<file path="src/rtl/booth_pp_accumulator.sv">
// rtl/booth_pp_accumulator.sv - sequential accumulator for a radix-2 Booth partial-product bundle
// Captures pp0..pp15 plus sign-extend vector S, sums PPS_PER_CYCLE terms per clock into a 32-bit product.
module booth_pp_accumulator #(
   parameter int PPS_PER_CYCLE = 4
) (
   input  logic        clk,
   input  logic        rst_n,
   input  logic        in_valid,
   output logic        in_ready,
   input  logic [15:0] pp0,
   input  logic [15:0] pp1,
   input  logic [15:0] pp2,
   input  logic [15:0] pp3,
   input  logic [15:0] pp4,
   input  logic [15:0] pp5,
   input  logic [15:0] pp6,
   input  logic [15:0] pp7,
   input  logic [15:0] pp8,
   input  logic [15:0] pp9,
   input  logic [15:0] pp10,
   input  logic [15:0] pp11,
   input  logic [15:0] pp12,
   input  logic [15:0] pp13,
   input  logic [15:0] pp14,
   input  logic [15:0] pp15,
   input  logic [15:0] S,
   output logic        out_valid,
   input  logic        out_ready,
   output logic [31:0] product,
   output logic        sign_err
);

   localparam int N_CYC = 16 / PPS_PER_CYCLE;

   generate
      if (PPS_PER_CYCLE != 1 && PPS_PER_CYCLE != 2 && PPS_PER_CYCLE != 4 &&
          PPS_PER_CYCLE != 8 && PPS_PER_CYCLE != 16) begin : g_bad_param
         $error("booth_pp_accumulator: PPS_PER_CYCLE must be 1, 2, 4, 8 or 16");
      end
   endgenerate

   typedef enum logic [1:0] {IDLE, ACCUM, DONE} state_t;

   state_t      state;
   logic [15:0] pp_in [16];
   logic [15:0] pp_q  [16];
   logic [15:0] s_q;
   logic [32:0] acc;
   logic [3:0]  cnt;
   logic [32:0] step_sum;
   logic [3:0]  idx;
   logic        err_in;

   assign pp_in[0]  = pp0;   assign pp_in[1]  = pp1;   assign pp_in[2]  = pp2;   assign pp_in[3]  = pp3;
   assign pp_in[4]  = pp4;   assign pp_in[5]  = pp5;   assign pp_in[6]  = pp6;   assign pp_in[7]  = pp7;
   assign pp_in[8]  = pp8;   assign pp_in[9]  = pp9;   assign pp_in[10] = pp10;  assign pp_in[11] = pp11;
   assign pp_in[12] = pp12;  assign pp_in[13] = pp13;  assign pp_in[14] = pp14;  assign pp_in[15] = pp15;

   assign product = acc[31:0];

   always_comb begin
      err_in = 1'b0;
      for (int i = 0; i < 16; i++) begin
         err_in = err_in | (S[i] ^ pp_in[i][15]);
      end
   end

   // S supplies bit 16 of each term, so a 0x8000 PP with S=1 stays negative.
   always_comb begin
      step_sum = '0;
      idx      = '0;
      for (int j = 0; j < PPS_PER_CYCLE; j++) begin
         idx      = 4'(int'(cnt) * PPS_PER_CYCLE + j);
         step_sum = step_sum + ({{16{s_q[idx]}}, s_q[idx], pp_q[idx]} << idx);
      end
   end

   always_ff @(posedge clk or negedge rst_n) begin
      if (!rst_n) begin
         state     <= IDLE;
         in_ready  <= 1'b1;
         out_valid <= 1'b0;
         sign_err  <= 1'b0;
         acc       <= '0;
         cnt       <= '0;
         s_q       <= '0;
         for (int i = 0; i < 16; i++) pp_q[i] <= '0;
      end else begin
         case (state)
            IDLE: begin
               if (in_valid && in_ready) begin
                  for (int i = 0; i < 16; i++) pp_q[i] <= pp_in[i];
                  s_q      <= S;
                  acc      <= '0;
                  cnt      <= '0;
                  sign_err <= err_in;
                  in_ready <= 1'b0;
                  state    <= ACCUM;
               end
            end
            ACCUM: begin
               acc <= acc + step_sum;
               cnt <= cnt + 4'd1;
               if (cnt == 4'(N_CYC - 1)) begin
                  out_valid <= 1'b1;
                  state     <= DONE;
               end
            end
            DONE: begin
               if (out_valid && out_ready) begin
                  out_valid <= 1'b0;
                  in_ready  <= 1'b1;
                  state     <= IDLE;
               end
            end
            default: begin
               state     <= IDLE;
               in_ready  <= 1'b1;
               out_valid <= 1'b0;
            end
         endcase
      end
   end

endmodule
</file>
<file path="config.mk">
export PLATFORM = sky130hd
export DESIGN_NAME = booth_pp_accumulator
export DESIGN_NICKNAME = d
export VERILOG_FILES = /design/src/rtl/booth_pp_accumulator.sv
export SDC_FILE = /design/constraint.sdc
export NUM_CORES = 1
export LEC_CHECK = 0
export ABC_AREA = 0
export CAP_MARGIN = 20
export CORE_MARGIN = 5
export CORE_UTILIZATION = 54
export CTS_CLUSTER_SIZE = 16
export DETAILED_ROUTE_END_ITERATION = 6
export PLACE_DENSITY_LB_ADDON = 0.3
export SLEW_MARGIN = 20
export SYNTH_ARGS = -nofsm -noshare
export SYNTH_HDL_FRONTEND = slang
export SYNTH_SLANG_ARGS = --single-unit
</file>
<file path="constraint.sdc">
create_clock -name clk -period 7 [get_ports clk]
set_input_delay 1.4 -clock clk [delete_from_list [all_inputs] [get_ports clk]]
set_output_delay 1.4 -clock clk [all_outputs]
set_load 0.01 [all_outputs]
</file>
Word level (Yosys, flattened, before mapping)
Cells that the tools add are included.
Storage, ports and cells
  input bits: 276
  logic and storage cells: 129
  flip-flop bits (word level): 314
  output and inout port bits: 35
Operators by class
  $lt $le $gt $ge: 8
  eq/ne operators: 6
  shifts and indexed selects: 4
  bitwise logic cells: 37
  multiplexer cells: 34
  reductions and logical operators: 9
  add/sub/neg operators: 8
Operators with widths (count)
  $bmux 16 s4: 4
  $add 33x33->33: 4
  $shl 33x4->33: 4
  $mux 16: 8
  $pmux 33 s2: 1
  $mux 33: 1
  $ge 5x5->1 const B: 4
  $lt 4x5->1 const B: 4
  $not 4->5: 4
  $xor 1x1->1: 16
  $or 1x1->1: 15
  $bmux 1 s4: 3
  $reduce_and 3->1: 3
  $add 4x1->4 const B: 2
  $add 4x2->4 const B: 2
  $mux 1: 8
  $pmux 4 s2: 1
  $mux 2: 3
  $ne 2x2->1 const B: 3
  $pmux 1 s3: 2
  $pmux 2 s3: 1
  $eq 4x2->1 const B: 1
  $mux 4: 1
  $reduce_and 2->1: 2
  7 further kinds: 9

Logic depth before layout (Yosys ltp)
Gate-level depths: netlist of run 1.
  depth in word-level cells: 16
  mapped depth: 23
  gate-level depth less buffers: 19

Worst setup path before layout of run 1
Ideal clock, no wire load.
  path kind: flip-flop to flip-flop
  start point: register cnt[0]
  end point: register acc[21]
  path slack: 1.812 ns
  path buffers: 4
  clock period less this slack: 5.188 ns
  stages on the path, launching flop included: 24
  arrival time: 5.054 ns
  library setup time: 0.133 ns
  required time: 6.867 ns
  cells stage by stage: dfrtp_1 buf_2 buf_2 buf_2 nor2_1 clkbuf_1 nand2_1 fa_1 inv_1 fa_1 inv_1 fa_1 inv_1 ha_1 inv_1 fa_1 nand2b_1 a211oi_1 o21bai_1 a21oi_1 o32ai_1 o21ai_0 xnor2_1 o21ai_0
Between the ends
  cells in the longest elaborated chain, start to end: 11
  elaborated cells on any way between the ends: 36
  classes of those cells: add/sub (7); shift (4); mux (21); bitwise (4)
RTL lines
  start: declaration: line 49  | logic [3:0] cnt;
  start signal: assignment: line 103  | cnt <= cnt + 4'd1;
  $add 4x1->4: line 73  | idx = 4'(int'(cnt) * PPS_PER_CYCLE + j);
  $not 4->5 (implied by the code): line 74  | step_sum = step_sum + ({{16{s_q[idx]}}, s_q[idx], pp_q[idx]} << idx);
  $bmux 16 s4: line 74
  $mux 16 (implied by the code) (2 in series): line 74
  $shl 33x4->33: line 74
  $add 33x33->33 (2 in series): line 74
  $add 33x33->33 (*): line 74
  $add 33x33->33 (*): line 102  | acc <= acc + step_sum;
  $pmux 33 s2 (*): line 89  | case (state)
  end signal: assignment: line 102
  end: declaration: line 48  | logic [32:0] acc;
Every way passes the cells marked *; elsewhere a longest branch is shown, timed or not. The select of a mux whose other input is x is not followed.
A chain may end at the register's enable or synchronous reset.

Worst setup path after layout of run 1
  start point: register cnt[0]
  end point: register acc[25]
The elaborated chain is that of the path after synthesis.

==> run_results.csv, run 1 <==
group,metric,value,unit
outcome,status,"complete, no violations",
cts,cts_setup_buffers,0,
timing,max_freq,175,MHz
timing,fin_crit_sh,81.4,%
timing,rsz0062_at_grt,"false",
critical_path,criticalPathCategory,"reg -> reg",
synth,syn_area,0.0180,mm^2
hold_path,hold_depth,2,
floorplanning,die_area,0.0370,mm^2
drt,num_vias,15000,
cts,cts_root_buf,"clkbuf_16",
grt,top_usage_layer,"met2",
synth,synth_simple_gate_area_share,22.6,%
final_layout,final_common_cell,"nand2_1",
grt,grtUsageMet3,6.15,%
placed_design,portBuffers,310,
drt,vias_per_cell,5.47,
drt,ant_nets,0,
timing,fin_skew,18.5,ps
synth,synth_cells,2016,
cts,ctsHoldBuffers,0,
floorplanning,row_count,66,
floorplanning,core,0.0327,mm^2
synth,synth_top_family_by_area,"simple AND/OR/NAND/NOR gates",
synth,ys.flop_type,"dfrtp_1",
grt,overflow,0,
cts,clock_path_buffers,3,
cts,numCtsBuffers,35,
critical_path,cp-end-kind,"register",
timing,min_period,5700,ps
cts,clk_pin_slew,60,ps
cts,cts_tree,"done",
final_layout,final_net_count,2667,
critical_path,crit_fanout,40,
synth,synth_cell_types,61,
critical_path,timing.rr.start,"cnt[0]",
timing,fin_tns_setup,0,ps
drt,wl_per_cell,19.2,um
critical_path,r2r_cells,19,
grt,grt_max_degree,138,
cts,clk_latency,530,ps
grt,use_met2,44.2,%
synth,yosysSeqAreaShare,43.6,%
cts,htreeDepth,2,
grt,antenna_found_initial,3,
floorplanning,die_w,192,um
critical_path,critical_path.max_stage_delay,750,ps
hold_path,hp-class,"reg -> reg",
floorplanning,ios,311,
timing,hold_viol_final,0,
final_layout,nFillCells,2570,
timing,tightest_slew,977,ps
synth,synthAdderAreaFrac,12.0,%
hold_path,hold_start,"pp_q[241]",
grt,met1_usage,40.8,%
synth,postSynthAreaPerCell,8.91,um^2
grt,grt_pass1_vias,15400,
final_layout,drive_gt1_share,6.49,%
drt,dr.first_iter.drc_count,1379,
synth,synth-compound-area-share,6.74,%
critical_path,start_kind,"register",
critical_path,required,7380,ps
cts,ctsResizeCount,0,
grt,grt_use_total,28.7,%
synth,yosysWarnings,0,
hold_path,min_to,"pp_q[241]",
synth,synth_edf_count,0,
placed_design,hpwlAfterDp,38700,um
timing,final_max_slew_viol_count,0,
flow_run,drv_cap,0,
synth,synth_xor_xnor_area_share,2.05,%
cts,cts.sinks,313,
final_layout,syn2layout_area_growth,25.6,%
final_layout,final_cell_mix,"nand2_1 (931), dfrtp_1 (310), clkdlybuf4s50_1 (309)",
critical_path,r2r_end,"acc[25]",
drt,first_pass_iters,5,
critical_path,r2r_slack,1300,ps
critical_path,crit_chain,"nor2_1, nand2_1, fa_1, inv_1, fa_1, inv_1, fa_1, inv_1, ha_1, inv_1, fa_1, nand2b_1, a211oi_1, o21bai_1, a21oi_1, o32ai_1, o21ai_0, xnor2_1, o21ai_0",
critical_path,crit_arrival,6080,ps
synth,syn_nets,2412,
floorplanning,die_y,192,um
drt,drc_errors,0,
synth,synth.mux.area_fraction,7.77,%
synth,synthArstFlopShare,100,%
critical_path,cp_slowest_cell,"nor2_1",
floorplanning,start_util,54.9,%
grt,grt_pass1_wl,83000,um
placed_design,gp_congestion,0.886,
drt,totalWireLength,52500,um
timing,relSlewSlack,34.9,%
timing,finalSetupViolCount,0,
synth,ys_seq_elements,313,
[kinds of logic after synthesis]
family,Yosys count
simple gates,1032
flops,313
buf+inv,247
compound gates,185
fa+ha+maj,120
mux,77
xor+xnor,42
[layer usage]
| layer | vias to the layer above | routed length (um) |
|---|---|---|
| met5 | - | 0 |
| met4 | 0 | 1840 |
| met3 | 99 | 4690 |
| met2 | 644 | 24600 |
| met1 | 7335 | 21400 |
| li1 | 6909 | - |
[sequential cells by signal, summed over array words and instances (netlist names)]
signal,flops
pp_q,256
acc,32
s_q,16
cnt,4
state,2
in_ready,1
out_valid,1
sign_err,1
[through the flow]
stage	hold slack, ps	setup WS (ps)	instances	util [%]	instance area [um^2]
floorplan	437	1810	2016	-	18000
global placement	452	1480	2676	65.4	21400
detailed placement	455	1320	2676	65.4	21400
CTS	470	1260	2738	69.0	22500
global route	480	788	2740	69.0	22600
finish	470	1300	2741	69.0	22600
[worst max-delay path by stage]
| stage | start | to | slack, ps | cells after the start |
|---|---|---|---|---|
| after floorplan | cnt[0] | acc[21] | 1810 | 23 |
| after global placement | cnt[0] | acc[25] | 1480 | 19 |
| after detailed placement | cnt[0] | acc[31] | 1320 | 19 |
| after CTS | cnt[0] | acc[31] | 1260 | 19 |
| after global routing | cnt[0] | acc[31] | 790 | 19 |
| final | cnt[0] | acc[25] | 1300 | 19 |
[synthesized netlist by cell type (all sizes together), types with 2 or more instances]
cell type / number / area share (%)
o21a: 4 / 0.17
nor2b: 11 / 0.38
a21oi: 56 / 1.6
dfrtp: 312 / 43
fa: 88 / 9.8
and2: 8 / 0.29
o211ai: 13 / 0.57
xor2: 8 / 0.39
mux2: 9 / 0.56
nor3: 5 / 0.14
inv: 141 / 2.9
nand3b: 5 / 0.21
nor2: 29 / 0.61
nand2: 931 / 19
nand3: 12 / 0.33
buf: 21 / 0.52
a22o: 5 / 0.24
nand2b: 9 / 0.31
or3: 3 / 0.13
a22oi: 9 / 0.38
nor3b: 2 / 0.084
a21o: 13 / 0.56
ha: 32 / 2.2
mux2i: 19 / 1.1
xnor2: 34 / 1.7
o21bai: 5 / 0.29
o32ai: 2 / 0.098
a31o: 2 / 0.098
a221o: 2 / 0.11
a32o: 3 / 0.17
o21ai: 46 / 1.4
clkbuf: 85 / 1.8
a31oi: 10 / 0.35
or2: 3 / 0.10
a211oi: 7 / 0.38
a21boi: 2 / 0.084
nand4: 10 / 0.35
mux4: 49 / 6.1
[worst max-delay path, delay by kind of cell, from the launching register on]
family	cells	cell delay, ps
and+or+nand+nor	3	1120
DFF	1	710
AOI/OAI and AO/OA	6	1240
buffers and inverters	4	260
adders and majority gates	5	2100
xor gates and xnor gates	1	140
[cell type report]
class                   instances  area (um^2)  share of cell area (%)
repair buffers                324         3270                    14.5
clock inverters                 9          118                   0.521
flip-flops and latches        313         7840                    34.8
well taps                     442          553                    2.45
clock buffers                  53         1050                    4.67
multi-input cells            1456         9190                    40.7
diodes                          3         7.51                  0.0333
inverters                     141          529                    2.35
Power of run 1 is not shown: default switching activity piles up to over one toggle a cycle in this logic, so the estimate is an artifact.
==> inputs of run 2 (changes only) <==
Clock period 7 ns to 5.7 ns, I/O delays scaled along.
==> run 2 against run 1 <==
Against the previous run:
- critical path depth increased by 1
- register-to-register slack got worse by 950 ps
- fmax increased by 6.6%
- cell count increased by 0.36%
- via count increased by 0.29%
- utilization increased by 0.45 points
- count of clock-buffer cells in the layout decreased by 3
- clock skew decreased by 3.1 ps
- worst setup slack got worse by 950 ps
- routed wire length increased by 2.4%
- critical path type unchanged
==> run_results.csv, run 2 (synthesized netlist as in run 1, its figures left out) <==
group,metric,value,unit
drt,drt-met1-wl,23300,um
timing,final_max_slew_viol_count,0,
timing,max_freq,187,MHz
critical_path,crit_arrival,5730,ps
cts,ctsHoldBuffers,0,
final_layout,syn2layout_area_growth,26.4,%
final_layout,layout.cells.non_filler,2751,
placed_design,gp_congestion,0.890,
critical_path,cp-end-kind,"register",
grt,antenna_found_initial,1,
cts,numCtsBuffers,36,
grt,overflow,0,
timing,rsz0062_at_grt,"false",
grt,grt_max_degree,139,
cts,clk_latency,520,ps
timing,fin_crit_sh,93.8,%
hold_path,hp-class,"reg -> reg",
cts,clock_path_buffers,3,
drt,wl_met2,25200,um
floorplanning,core,0.0327,mm^2
timing,fin_tns_setup,0,ps
drt,wl_met3,4100,um
grt,grt_use_total,29.4,%
timing,finalSetupViolCount,0,
timing,relSlewSlack,40.1,%
critical_path,criticalPathCategory,"reg -> reg",
flow_run,drv_cap,0,
cts,cts_root_buf,"clkbuf_16",
critical_path,crit_fanout,27,
final_layout,final_core_util,69.4,%
floorplanning,start_util,54.9,%
floorplanning,die_y,192,um
placed_design,place_inst,2687,
critical_path,start_kind,"register",
final_layout,top_register,"pp_q",
timing,fin_skew,15.4,ps
drt,ant_nets,0,
drt,totalWireLength,53800,um
grt,grt_pass1_vias,15500,
floorplanning,ios,311,
outcome,status,"complete, no violations",
cts,ctsResizeCount,0,
final_layout,final_common_cell,"nand2_1",
drt,dr.first_iter.drc_count,1284,
timing,hold_viol_final,0,
drt,num_vias,15000,
critical_path,required,6090,ps
cts,cts_setup_buffers,0,
grt,grt_pass1_wl,84900,um
drt,drc_errors,0,
placed_design,hpwlAfterDp,40300,um
cts,htreeDepth,2,
drt,vias_per_cell,5.46,
critical_path,r2r_slack,350,ps
drt,first_pass_iters,6,
floorplanning,die_w,192,um
final_layout,largest_register_ffs,256,
final_layout,reg_top3,"pp_q: 256 flops, acc: 32 flops, s_q: 16 flops",
final_layout,final_net_count,2679,
cts,cts_tree,"done",
floorplanning,row_count,66,
placed_design,portBuffers,310,
timing,tightest_slew,895,ps
timing,min_period,5350,ps
cts,cts.sinks,313,
floorplanning,die_area,0.0370,mm^2
final_layout,drive_gt1_share,6.89,%
drt,topRoutingLayerUsed,"met4",
cts,clk_pin_slew,60,ps
final_layout,final_cell_mix,"nand2_1 (931), dfrtp_1 (310), clkdlybuf4s50_1 (309)",
drt,wl_per_cell,19.6,um
-- run 2: metal layers --
metal / vias to the layer above / global-route usage, %
met5: - / 0
met4: 0 / 6.69
met3: 78 / 4.72
met2: 602 / 46.2
met1: 7423 / 43.5
li1: 6927 / -
-- run 2: stage by stage --
step / area, um^2 / hold WS, ps / setup WS [ps]
after floorplan: 18000 / 437 / 512
after global placement: 21500 / 450 / 575
after detailed placement: 21500 / 458 / 422
after CTS: 22700 / 472 / 395
after global routing: 22700 / 492 / 21.3
final: 22700 / 469 / 354
-- run 2: worst paths after layout --
kind,cells after the start,from,endpoint
worst max-delay path,20,cnt[0],acc[25]
worst min-delay path,2,pp_q[241],pp_q[241]
worst max register to register,20,cnt[0],acc[25]
worst min register to register,2,pp_q[241],pp_q[241]
max in group asynchronous,2,rst_n,pp_q[133]
min in group asynchronous,1,rst_n,pp_q[229]
-- run 2: layout make-up --
type                    instances  area [um^2]
fillers                      2562         9990
clock buffers                  50         1010
repair buffers                335         3370
flip-flops and latches        313         7840
clock inverters                13          205
diodes                          1         2.50
inverters                     141          529
well taps                     442          553
multi-input cells            1456         9190
-- run 2: critical path: stages, from the launching register on --
cell      delay, ps
dfrtp_4         630
nor2_1          280
buf_4           200
nand2_1          70
fa_1            510
inv_1            60
fa_1            490
inv_1            50
fa_1            430
inv_1            80
ha_1            200
inv_1            80
fa_1            450
nand2b_1        210
a211oi_1        410
o21bai_1        170
a21oi_1         250
o32ai_1         180
o21ai_0         240
xnor2_1         140
o21ai_0          90
Power of run 2 is left out for the same reason.
